[src/rtl/inst_fetch_unit.sv]
// Instruction fetch stage: issues one read at a time to instruction memory and
// buffers returned words with their PC in a small FIFO for decode.
module inst_fetch_unit #(
  parameter int ADDR_W     = 32,
  parameter int DATA_W     = 32,
  parameter int FIFO_DEPTH = 2,
  parameter int PC_STEP    = 4
) (
  input  logic              clk,
  input  logic              rst,
  input  logic [ADDR_W-1:0] fetch_addr,
  output logic [ADDR_W-1:0] next_pc,
  output logic              pc_update,
  output logic              mem_req,
  output logic [ADDR_W-1:0] mem_addr,
  input  logic              mem_gnt,
  input  logic              mem_rvalid,
  input  logic [DATA_W-1:0] mem_rdata,
  input  logic              flush,
  output logic              inst_valid,
  output logic [DATA_W-1:0] inst_data,
  output logic [ADDR_W-1:0] inst_pc,
  input  logic              inst_ready,
  output logic              misalign_err
);
  localparam int PTR_W = (FIFO_DEPTH > 1) ? $clog2(FIFO_DEPTH) : 1;
  localparam int CNT_W = PTR_W + 1;
  localparam logic [CNT_W-1:0] DEPTH_C = CNT_W'(FIFO_DEPTH);

  typedef enum logic [1:0] {IDLE, REQ, WAIT, DROP} state_t;
  state_t state;

  logic [ADDR_W-1:0] pendingPc;
  logic [DATA_W-1:0] fifoData [FIFO_DEPTH];
  logic [ADDR_W-1:0] fifoPc [FIFO_DEPTH];
  logic [PTR_W-1:0]  wrPtr;
  logic [PTR_W-1:0]  rdPtr;
  logic [CNT_W-1:0]  count;
  logic              credit;
  logic              aligned;
  logic              push;
  logic              pop;

  assign next_pc   = fetch_addr + ADDR_W'(PC_STEP);
  assign aligned   = (fetch_addr[1:0] == 2'b00);
  // An outstanding read holds a slot so its returning word always has room.
  assign credit    = (count + CNT_W'(state == WAIT)) < DEPTH_C;
  assign mem_req   = (state == REQ);
  assign pc_update = (state == REQ) && mem_gnt && !flush;
  assign push      = (state == WAIT) && mem_rvalid && !flush;
  assign pop       = inst_valid && inst_ready && !flush;

  assign inst_valid = (count != '0);
  assign inst_data  = fifoData[rdPtr];
  assign inst_pc    = fifoPc[rdPtr];

  always_ff @(posedge clk or posedge rst) begin
    if (rst) begin
      state        <= IDLE;
      mem_addr     <= '0;
      misalign_err <= 1'b0;
    end else begin
      case (state)
        IDLE: begin
          if (!aligned) begin
            misalign_err <= 1'b1;
          end else if (credit && !flush && !misalign_err) begin
            mem_addr <= fetch_addr;
            state    <= REQ;
          end
        end
        REQ: begin
          if (mem_gnt) state <= flush ? DROP : WAIT;
          else if (flush) state <= IDLE;
        end
        WAIT: begin
          if (mem_rvalid) state <= IDLE;
          else if (flush) state <= DROP;
        end
        DROP: begin
          if (mem_rvalid) state <= IDLE;
        end
        default: state <= IDLE;
      endcase
    end
  end

  always_ff @(posedge clk) begin
    if (state == REQ && mem_gnt) pendingPc <= mem_addr;
  end

  always_ff @(posedge clk or posedge rst) begin
    if (rst) begin
      wrPtr <= '0;
      rdPtr <= '0;
      count <= '0;
      for (int i = 0; i < FIFO_DEPTH; i++) begin
        fifoData[i] <= '0;
        fifoPc[i]   <= '0;
      end
    end else if (flush) begin
      wrPtr <= '0;
      rdPtr <= '0;
      count <= '0;
    end else begin
      if (push) begin
        fifoData[wrPtr] <= mem_rdata;
        fifoPc[wrPtr]   <= pendingPc;
        wrPtr           <= wrPtr + 1'b1;
      end
      if (pop) rdPtr <= rdPtr + 1'b1;
      count <= count + CNT_W'(push) - CNT_W'(pop);
    end
  end
endmodule

[config.mk]
export PLATFORM = sky130hd
export DESIGN_NAME = inst_fetch_unit
export DESIGN_NICKNAME = d
export VERILOG_FILES = /design/src/rtl/inst_fetch_unit.sv
export SDC_FILE = /design/constraint.sdc
export NUM_CORES = 1
export LEC_CHECK = 0
export BUFFER_PORTS_ARGS = -buffer_cell sky130_fd_sc_hd__buf_2
export CAP_MARGIN = 20
export CORE_ASPECT_RATIO = 0.7
export CORE_MARGIN = 2
export CORE_UTILIZATION = 35
export CTS_CLUSTER_DIAMETER = 120
export DETAILED_ROUTE_END_ITERATION = 8
export GPL_ROUTABILITY_DRIVEN = 0
export SLEW_MARGIN = 20
export SYNTH_ARGS = -nofsm -noshare
export SYNTH_HDL_FRONTEND = slang
export SYNTH_SLANG_ARGS = --single-unit
[constraint.sdc]
create_clock -name clk -period 5.9 [get_ports clk]
set_input_delay 0.885 -clock clk [delete_from_list [all_inputs] [get_ports clk]]
set_output_delay 0.885 -clock clk [all_outputs]
set_load 0.01 [all_outputs]
==> results.ini, run 1 <==
[run_status]
status=complete, no violations

[setup_path]
r2r_slack_ns=3.43
path_max_fanout=8
required_ns=5.02
critPathCaptureType=primary output
critPathKind=input port to primary output
rr_worst_depth=5
critPathLaunchType=input port
crit_start=fetch_addr[6]
crit_end=next_pc[29]
reg2reg_from=state[1]
r2r_end=fifoPc[48]
cp.arrival_ns=2.53

[die]
die_area_sq_um=26870
core_area_sq_um=24860
initial_core_util=0.3598
io_pins=202
die_h_microns=137.8
die_w_microns=195.1
fp-row-count=48

[routing]
wl_per_cell_microns=18.33
via_per_inst=4.846
drtIter0Drc=172
ant_nets=0
wl_mm=20.31
drc=0
drtPass1Iterations=4
vias=5369

[clocking]
cts_root_buffer=clkbuf_16
cts.clk_slew.worst_paths_ns=0.07
clk_latency_ns=0.44
cts_sinks=199
cts_setup_buffers=0
hold_buffers=0
h-tree-depth=4
cts_resized=0
cts_tree=done
cts_buffers=17
ctsLongestPathBuffers=2

[sta]
timing.fmax_mhz=292.5
finalHoldViolCount=0
holdWs_ns=0.4748
period_share=0.5795
setup_viol=0
relSlewSlack=0.3378
min_period_ns=3.419
tightest_slew_ns=0.9934
setup_tns_ns=0
rsz0062_at_grt=no
skew_ns=0.01044
final_max_slew_viol_count=0

[logic_synthesis]
yosysTopAreaCell=dfrtp_1
synth_top_flop_cell=dfrtp_1
ys_ff_latch=199
yosysSeqAreaShare=0.5745
netlist_instances=568
synth.cell_area_sq_um=8946
synth_edf_count=32
avgSynthCellArea_sq_um=15.75
synth-async-reset-ratio=0.8392
synth_top_area_frac=0.4671
synth_cell_type_count=39
synth_common_cells=dfrtp_1 (167), mux2_2 (161), mux2_4 (60), edfxtp_1 (32), xnor2_1 (23)
synth_warnings=0
synth_fp_nets=641
synth_most_common_cell=dfrtp_1
synthTopCellsByArea=dfrtp_1 (47%), mux2_2 (20%), edfxtp_1 (11%)

[power]
intPower_mw=3.246
power_frac_clock=0.236
irDropWorstVdd_mv=0.1637
switchingPower_mw=1.406
p_seq_frac=0.457
combPwrFrac=0.307
switching_share=0.3022
p_leak_nw=5.163
p_per_area_nw_per_um2=433.5

[hold_path]
worstHoldStart=mem_addr[21]
hp-class=register to register

[final_layout]
drive_gt1_frac=0.6028
nets=843
diodes=0
finalInstanceArea_sq_um=10730
syn_to_final_growth_pct=19.96

[global_route]
grt_max_degree=85
track_usage=0.1571
grt_pass1_wl_mm=32.20
antenna_found_initial=1
grt_overflow=0
grt_pass1_vias=5463

[run]
max_cap_violations=0

[placed_design]
place_area_sq_um=10180
hpwl_mm=13.69
io_buffers=201

==> layout by cell type, fill, tap and decap left out, types with 3 or more instances in the layout <==
master	netlist	routed
nand4_1	13	13
xnor2_1	23	23
buf_2	7	201
nand3_1	10	10
inv_1	6	5
nor2_1	14	14
buf_4	2	8
ha_1	3	3
clkbuf_16	0	17
clkinvlp_4	0	4
xor2_1	10	10
nand2_1	12	12
nor2b_1	3	3
clkinv_4	0	4
inv_6	0	4
mux2_4	60	60
dfrtp_1	167	166
and3_1	3	3
and4_1	3	3
mux2_2	161	161
edfxtp_1	32	32
==> per-stage QoR <==
step / setup WS, ns / power (mW) / utilization / instances
finish: 2.481 / 4.652 / 0.4316 / 1108
global route: 2.337 / 4.931 / 0.4316 / 1108
CTS: 2.491 / 4.725 / 0.4316 / 1108
detailed placement: 2.521 / 3.589 / 0.4096 / 1076
global placement: 2.548 / 3.561 / 0.4096 / 1076
floorplan: 0.4966 / 3.067 / - / 568
==> flip-flops by register name, indices dropped and copies added (netlist names) <==
register,flops
wrPtr,1
pendingPc,32
fifoPc,64
state,2
misalign_err,1
mem_addr,32
fifoData,64
count,2
rdPtr,1
==> worst min-delay path by stage <==
stage / endpoint / slack (ns) / cells past startpoint
global route: pendingPc[1] / 0.50 / 0
detailed placement: pendingPc[1] / 0.46 / 0
global placement: pendingPc[21] / 0.45 / 0
CTS: pendingPc[1] / 0.48 / 0
finish: pendingPc[21] / 0.47 / 0
floorplan: fifoPc[21] / 0.47 / 1
==> kinds of logic (layout without fill, tap and decap cells) <==
group | after synthesis | after routing | synth area share
multiplexers | 222 | 222 | 0.3046
flip-flops | 199 | 199 | 0.5745
XOR/XNOR | 33 | 33 | 0.03231
adder cells (fa/ha/maj) | 3 | 3 | 0.004196
AO/OA/AOI/OAI | 4 | 4 | 0.002798
AND/OR/NAND/NOR | 75 | 75 | 0.05175
buffers and inverters | 32 | 247 | 0.02979
==> critical path: stages <==
cell and delay, ns:
buf_2 0.17, nand4_1 0.27, nor3b_2 0.63, nand4_1 0.21, xnor2_1 0.20, buf_2 0.16
==> power by group through the flow <==
stage / Clock (mW) / Combinational (mW) / Sequential [mW]
global placement: 0 / 1.42 / 2.14
floorplan: 0 / 1.01 / 2.06
CTS: 1.14 / 1.45 / 2.13
finish: 1.10 / 1.43 / 2.13
detailed placement: 0 / 1.45 / 2.14
global route: 1.20 / 1.54 / 2.19
==> area by class of cell <==
cell class	instances	area, sq um
multi-input combinational	337	3540
clock buffer	17	425.4
timing repair buffer	209	1066
sequential	199	5144
clock inverter	15	122.6
inverter	6	27.53
tap	325	406.6
fill	2330	14130
==> per-layer routing <==
layer,GRT usage,vias up,wire (microns)
met4,0.03435,2,165
li1,-,2454,-
met5,0,-,12
met3,0.04823,15,1234
met1,0.2291,2754,10230
met2,0.2284,144,8667
No activity file was read; power rests on OpenSTA's default activity.
==> inputs of run 2 (changes only) <==
- clock period: 5.9 -> 3.6 ns (I/O delays scaled with it)
==> run 2 against run 1 <==
Compared with the run above:
- largest power group unchanged
- critical path type unchanged
- first-iteration DRC count down 7.0%
- sequential power up 63%
- via count down 1.6%
- critical path depth unchanged
- clock power up 83%
- routed wire length down 2.3%
- power up 68%
==> results.ini, run 2 (synthesis gave the netlist of run 1 again) <==
[hold_path]
worstHoldStart=mem_rvalid
hp-class=input port to register

[final_layout]
largestRegisters=fifoData (64), fifoPc (64)
syn_to_final_growth_pct=20.91
final_common_cell=buf_2
fillCellCount=2306
ff_latch_area_sq_um=5144
layoutNonFillerInstCount=1107
diodes=0
multi_input_area_sq_um=3540
finalInstanceArea_sq_um=10820
final_cell_mix=buf_2 (201), dfrtp_1 (166), mux2_2 (161)
drive_gt1_frac=0.6036
nets=842

[sta]
tightest_slew_ns=1.006
period_share=0.7532
min_period_ns=2.712
relSlewSlack=0.3293
finalHoldViolCount=0
setup_viol=0
skew_ns=0.008458
rsz0062_at_grt=no
timing.fmax_mhz=368.8
final_max_slew_viol_count=0
setup_ws_ns=0.8883
setup_tns_ns=0

[clocking]
h-tree-depth=4
cts_tree=done
cts_buffers=17
cts_resized=0
ctsLongestPathBuffers=2
clk_latency_ns=0.43
cts.clk_slew.worst_paths_ns=0.07
cts_sinks=199
hold_buffers=0
cts_setup_buffers=0
cts_root_buffer=clkbuf_16

[routing]
drtPass1Iterations=4
ant_nets=0
drtIter0Drc=160
wl_mm=19.85
vias=5281
via_per_inst=4.771
drc=0
wl_per_cell_microns=17.93

[setup_path]
reg2reg_from=state[1]
critPathCaptureType=primary output
critPathKind=input port to primary output
required_ns=3.06
crit_start=fetch_addr[6]
path_max_fanout=8
critPathLaunchType=input port
cp.arrival_ns=2.17

[die]
core_area_sq_um=24860
die_area_sq_um=26870
initial_core_util=0.3598
die_w_microns=195.1
die_h_microns=137.8
fp-row-count=48
io_pins=202

[global_route]
antenna_found_initial=0
grt_pass1_vias=5385
grt_max_degree=168
grt_pass1_wl_mm=31.37
grt_overflow=0
track_usage=0.1531

[run_status]
status=complete, no violations

[power]
p_leak_nw=5.201
p_per_area_nw_per_um2=723.1
irDropWorstVdd_mv=0.2956

[placed_design]
place_area_sq_um=10200
dp_cells=1075
post-place-ws_ns=0.8716
hpwl_mm=13.11
io_buffers=201

[run]
max_cap_violations=0

-- run 2: worst paths after layout --
| check | slack (ns) | cells after the start | end |
|---|---|---|---|
| worst max-delay path | 0.89 | 6 | next_pc[29] |
| worst min-delay path | 0.31 | 2 | state[1] |
| worst max register to register | 1.34 | 5 | fifoData[62] |
| worst min register to register | 0.47 | 0 | pendingPc[30] |
| max in group asynchronous | 2.52 | 3 | rdPtr |
| min in group asynchronous | 0.35 | 3 | fifoData[56] |
-- run 2: layout make-up --
| type | instances | share of cell area |
|---|---|---|
| clock buffers | 17 | 0.03933 |
| clock inverters | 15 | 0.01770 |
| repair buffers | 208 | 0.1002 |
| multi-input cells | 337 | 0.3272 |
| well taps | 325 | 0.03759 |
| flip-flops and latches | 199 | 0.4755 |
| inverters | 6 | 0.002429 |
-- run 2: critical path: stages --
cell	delay (ns)
buf_2	0.16
nand4_1	0.29
nor3b_2	0.63
nand4_1	0.21
xnor2_1	0.19
buf_2	0.15
-- run 2: per-layer routing --
layer / GRT usage / vias to the layer above / wire length (microns)
met5: 0 / - / 0
met4: 0.03902 / 0 / 161
met3: 0.04700 / 16 / 1105
met2: 0.2192 / 143 / 8351
met1: 0.2238 / 2681 / 10240
li1: - / 2441 / -
-- run 2: report_power, final --
group / switching, mW / internal [mW]
Combinational: 0.945 / 1.38
Sequential: 0.441 / 3.04
Clock: 0.901 / 1.11
Total: 2.29 / 5.53
-- run 2: per-stage QoR --
| step | util | hold WS (ns) | total power, mW |
|---|---|---|---|
| 4_1_cts | 0.4350 | 0.2878 | 7.945 |
| 3_3_place_gp | 0.4102 | 0.4506 | 5.836 |
| 5_1_grt | 0.4350 | 0.2892 | 8.286 |
| 2_1_floorplan | - | 0.4736 | 5.028 |
| 6_report | 0.4350 | 0.3138 | 7.821 |
| 3_5_place_dp | 0.4102 | 0.4553 | 5.879 |
==> inputs of run 3 (changes only) <==
- clock period: 3.6 -> 2.6 ns (I/O delays scaled with it)
==> run 3 against run 2 <==
Compared with the run above:
- global-route usage rose by 0.32 points
- critical path depth did not move
- cell count rose by 0.72%
- critical endpoint is now next_pc[30]
- register-to-register slack got worse by 0.83 ns
- routed wire length rose by 0.90%
- sequential share of layout area fell by 0.31 points
- count of clock-buffer cells in the layout rose by 2
- clock power rose by 33%
- design area rose by 0.65%
==> results.ini, run 3 (synthesis gave the netlist of run 1 again) <==
[run_status]
status=complete, no violations

[routing]
drc=0
drtPass1Iterations=4
wl_mm=20.03
vias=5238
drtIter0Drc=180
wl_per_cell_microns=17.97
via_per_inst=4.698
ant_nets=0

[setup_path]
worst-path-buf-inv=2
cp.arrival_ns=1.88
critPathLaunchType=input port
rr_worst_depth=5
path_max_fanout=6
path_depth=6
critPathCaptureType=primary output
critPathKind=input port to primary output
crit_chain=buf_2 -> nand4_1 -> nor4_4 -> nand3_1 -> xnor2_1 -> buf_2
crit_top_cell=buf_2
crit_path_top_delay_cell=nor4_4
cp_top_family=simple AND/OR/NAND/NOR gates
required_ns=2.21
cp_slowest_stage_delay_ns=0.56

[clocking]
clk_latency_ns=0.44
cts.clk_slew.worst_paths_ns=0.07
cts_sinks=199
cts_root_buffer=clkbuf_16
cts_tree=done
cts_buffers=17
h-tree-depth=4
ctsLongestPathBuffers=2

[die]
initial_core_util=0.3598
die_area_sq_um=26870
die_h_microns=137.8
die_w_microns=195.1
core_area_sq_um=24860
io_pins=202
fp-row-count=48

[final_layout]
syn_to_final_growth_pct=21.69
layoutNonFillerInstCount=1115
final_cell_mix=buf_2 (201), dfrtp_1 (166), mux2_2 (161)
fin_util=0.4379
nets=849
largestRegisters=fifoData (64), fifoPc (64)
ff_latch_area_sq_um=5144
fillCellCount=2299
drive_gt1_frac=0.6020
multi_input_area_sq_um=3540
final_common_cell=buf_2

[sta]
tightest_slew_ns=0.5869
timing.fmax_mhz=440.1
final_max_slew_viol_count=0
setup_tns_ns=0
rsz0062_at_grt=no
period_share=0.8739
finalHoldViolCount=0
relSlewSlack=0.6087
skew_ns=0.008097
setup_ws_ns=0.3279
min_period_ns=2.272
setup_viol=0

[hold_path]
holdPathStages=2
hp-class=input port to register

[placed_design]
io_buffers=201
post-place-ws_ns=0.3168
hpwl_mm=13.58
dp_cells=1081

[global_route]
antenna_found_initial=1
grt_pass1_wl_mm=32.12
track_usage=0.1563
grt_overflow=0
grt_max_degree=93
grt_pass1_vias=5446

[power]
irDropWorstVdd_mv=0.4528
p_leak_nw=5.219
p_per_area_nw_per_um2=988.2

[run]
max_cap_violations=0

## run 3: changes by cell type in the layout (fill, tap and decap cells not counted), moves of 2 or more
cell,change
clkbuf_1,+2
buf_4,+2
clkinvlp_4,+3
clkinv_4,-3
inv_6,-3
buf_12,+4
## run 3: what timing repair did
action | CTS | global route
endpoints found under the hold margin | 20 | 0
buffers inserted | 0 | 0
hold buffers | 1 | 0
gates resized for setup | 0 | 0
## run 3: through the flow
stage | cell area [sq um] | hold WS (ns) | power (mW)
2_1_floorplan | 8950 | 0.4736 | 6.962
3_3_place_gp | 10290 | 0.4499 | 8.125
3_5_place_dp | 10290 | 0.4517 | 8.166
4_1_cts | 10880 | 0.1124 | 10.90
5_1_grt | 10880 | 0.1265 | 11.38
6_report | 10890 | 0.1396 | 10.76
## run 3: path summary, 6_finish.rpt
check / startpoint / end / slack, ns
max in group asynchronous: rst / mem_addr[27] / 1.19
max: fetch_addr[7] / next_pc[30] / 0.33
max reg2reg: state[1] / fifoPc[63] / 0.51
min in group asynchronous: rst / fifoData[56] / 0.55
min reg2reg: mem_addr[0] / pendingPc[0] / 0.47
min: mem_rvalid / state[1] / 0.14
## run 3: final cells by class
cell class                 count  share of cell area
sequential                   199              0.4725
multi-input combinational    337              0.3251
timing repair buffer         215              0.1092
clock buffer                  19             0.03977
tap                          325             0.03735
clock inverter                13             0.01345
inverter                       6            0.002414
antenna                        1           0.0002299
## run 3: layer usage
layer | vias up | GRT usage | part of all wire
met5 | - | 0 | 0
met4 | 0 | 0.04580 | 0.011
met3 | 15 | 0.04480 | 0.056
met2 | 138 | 0.2119 | 0.40
met1 | 2628 | 0.2377 | 0.53
li1 | 2457 | - | -
## run 3: power breakdown
group	internal, mW	switching (mW)	total (mW)
Clock	1.43	1.24	2.67
Sequential	4.21	0.560	4.77
Combinational	1.94	1.38	3.32
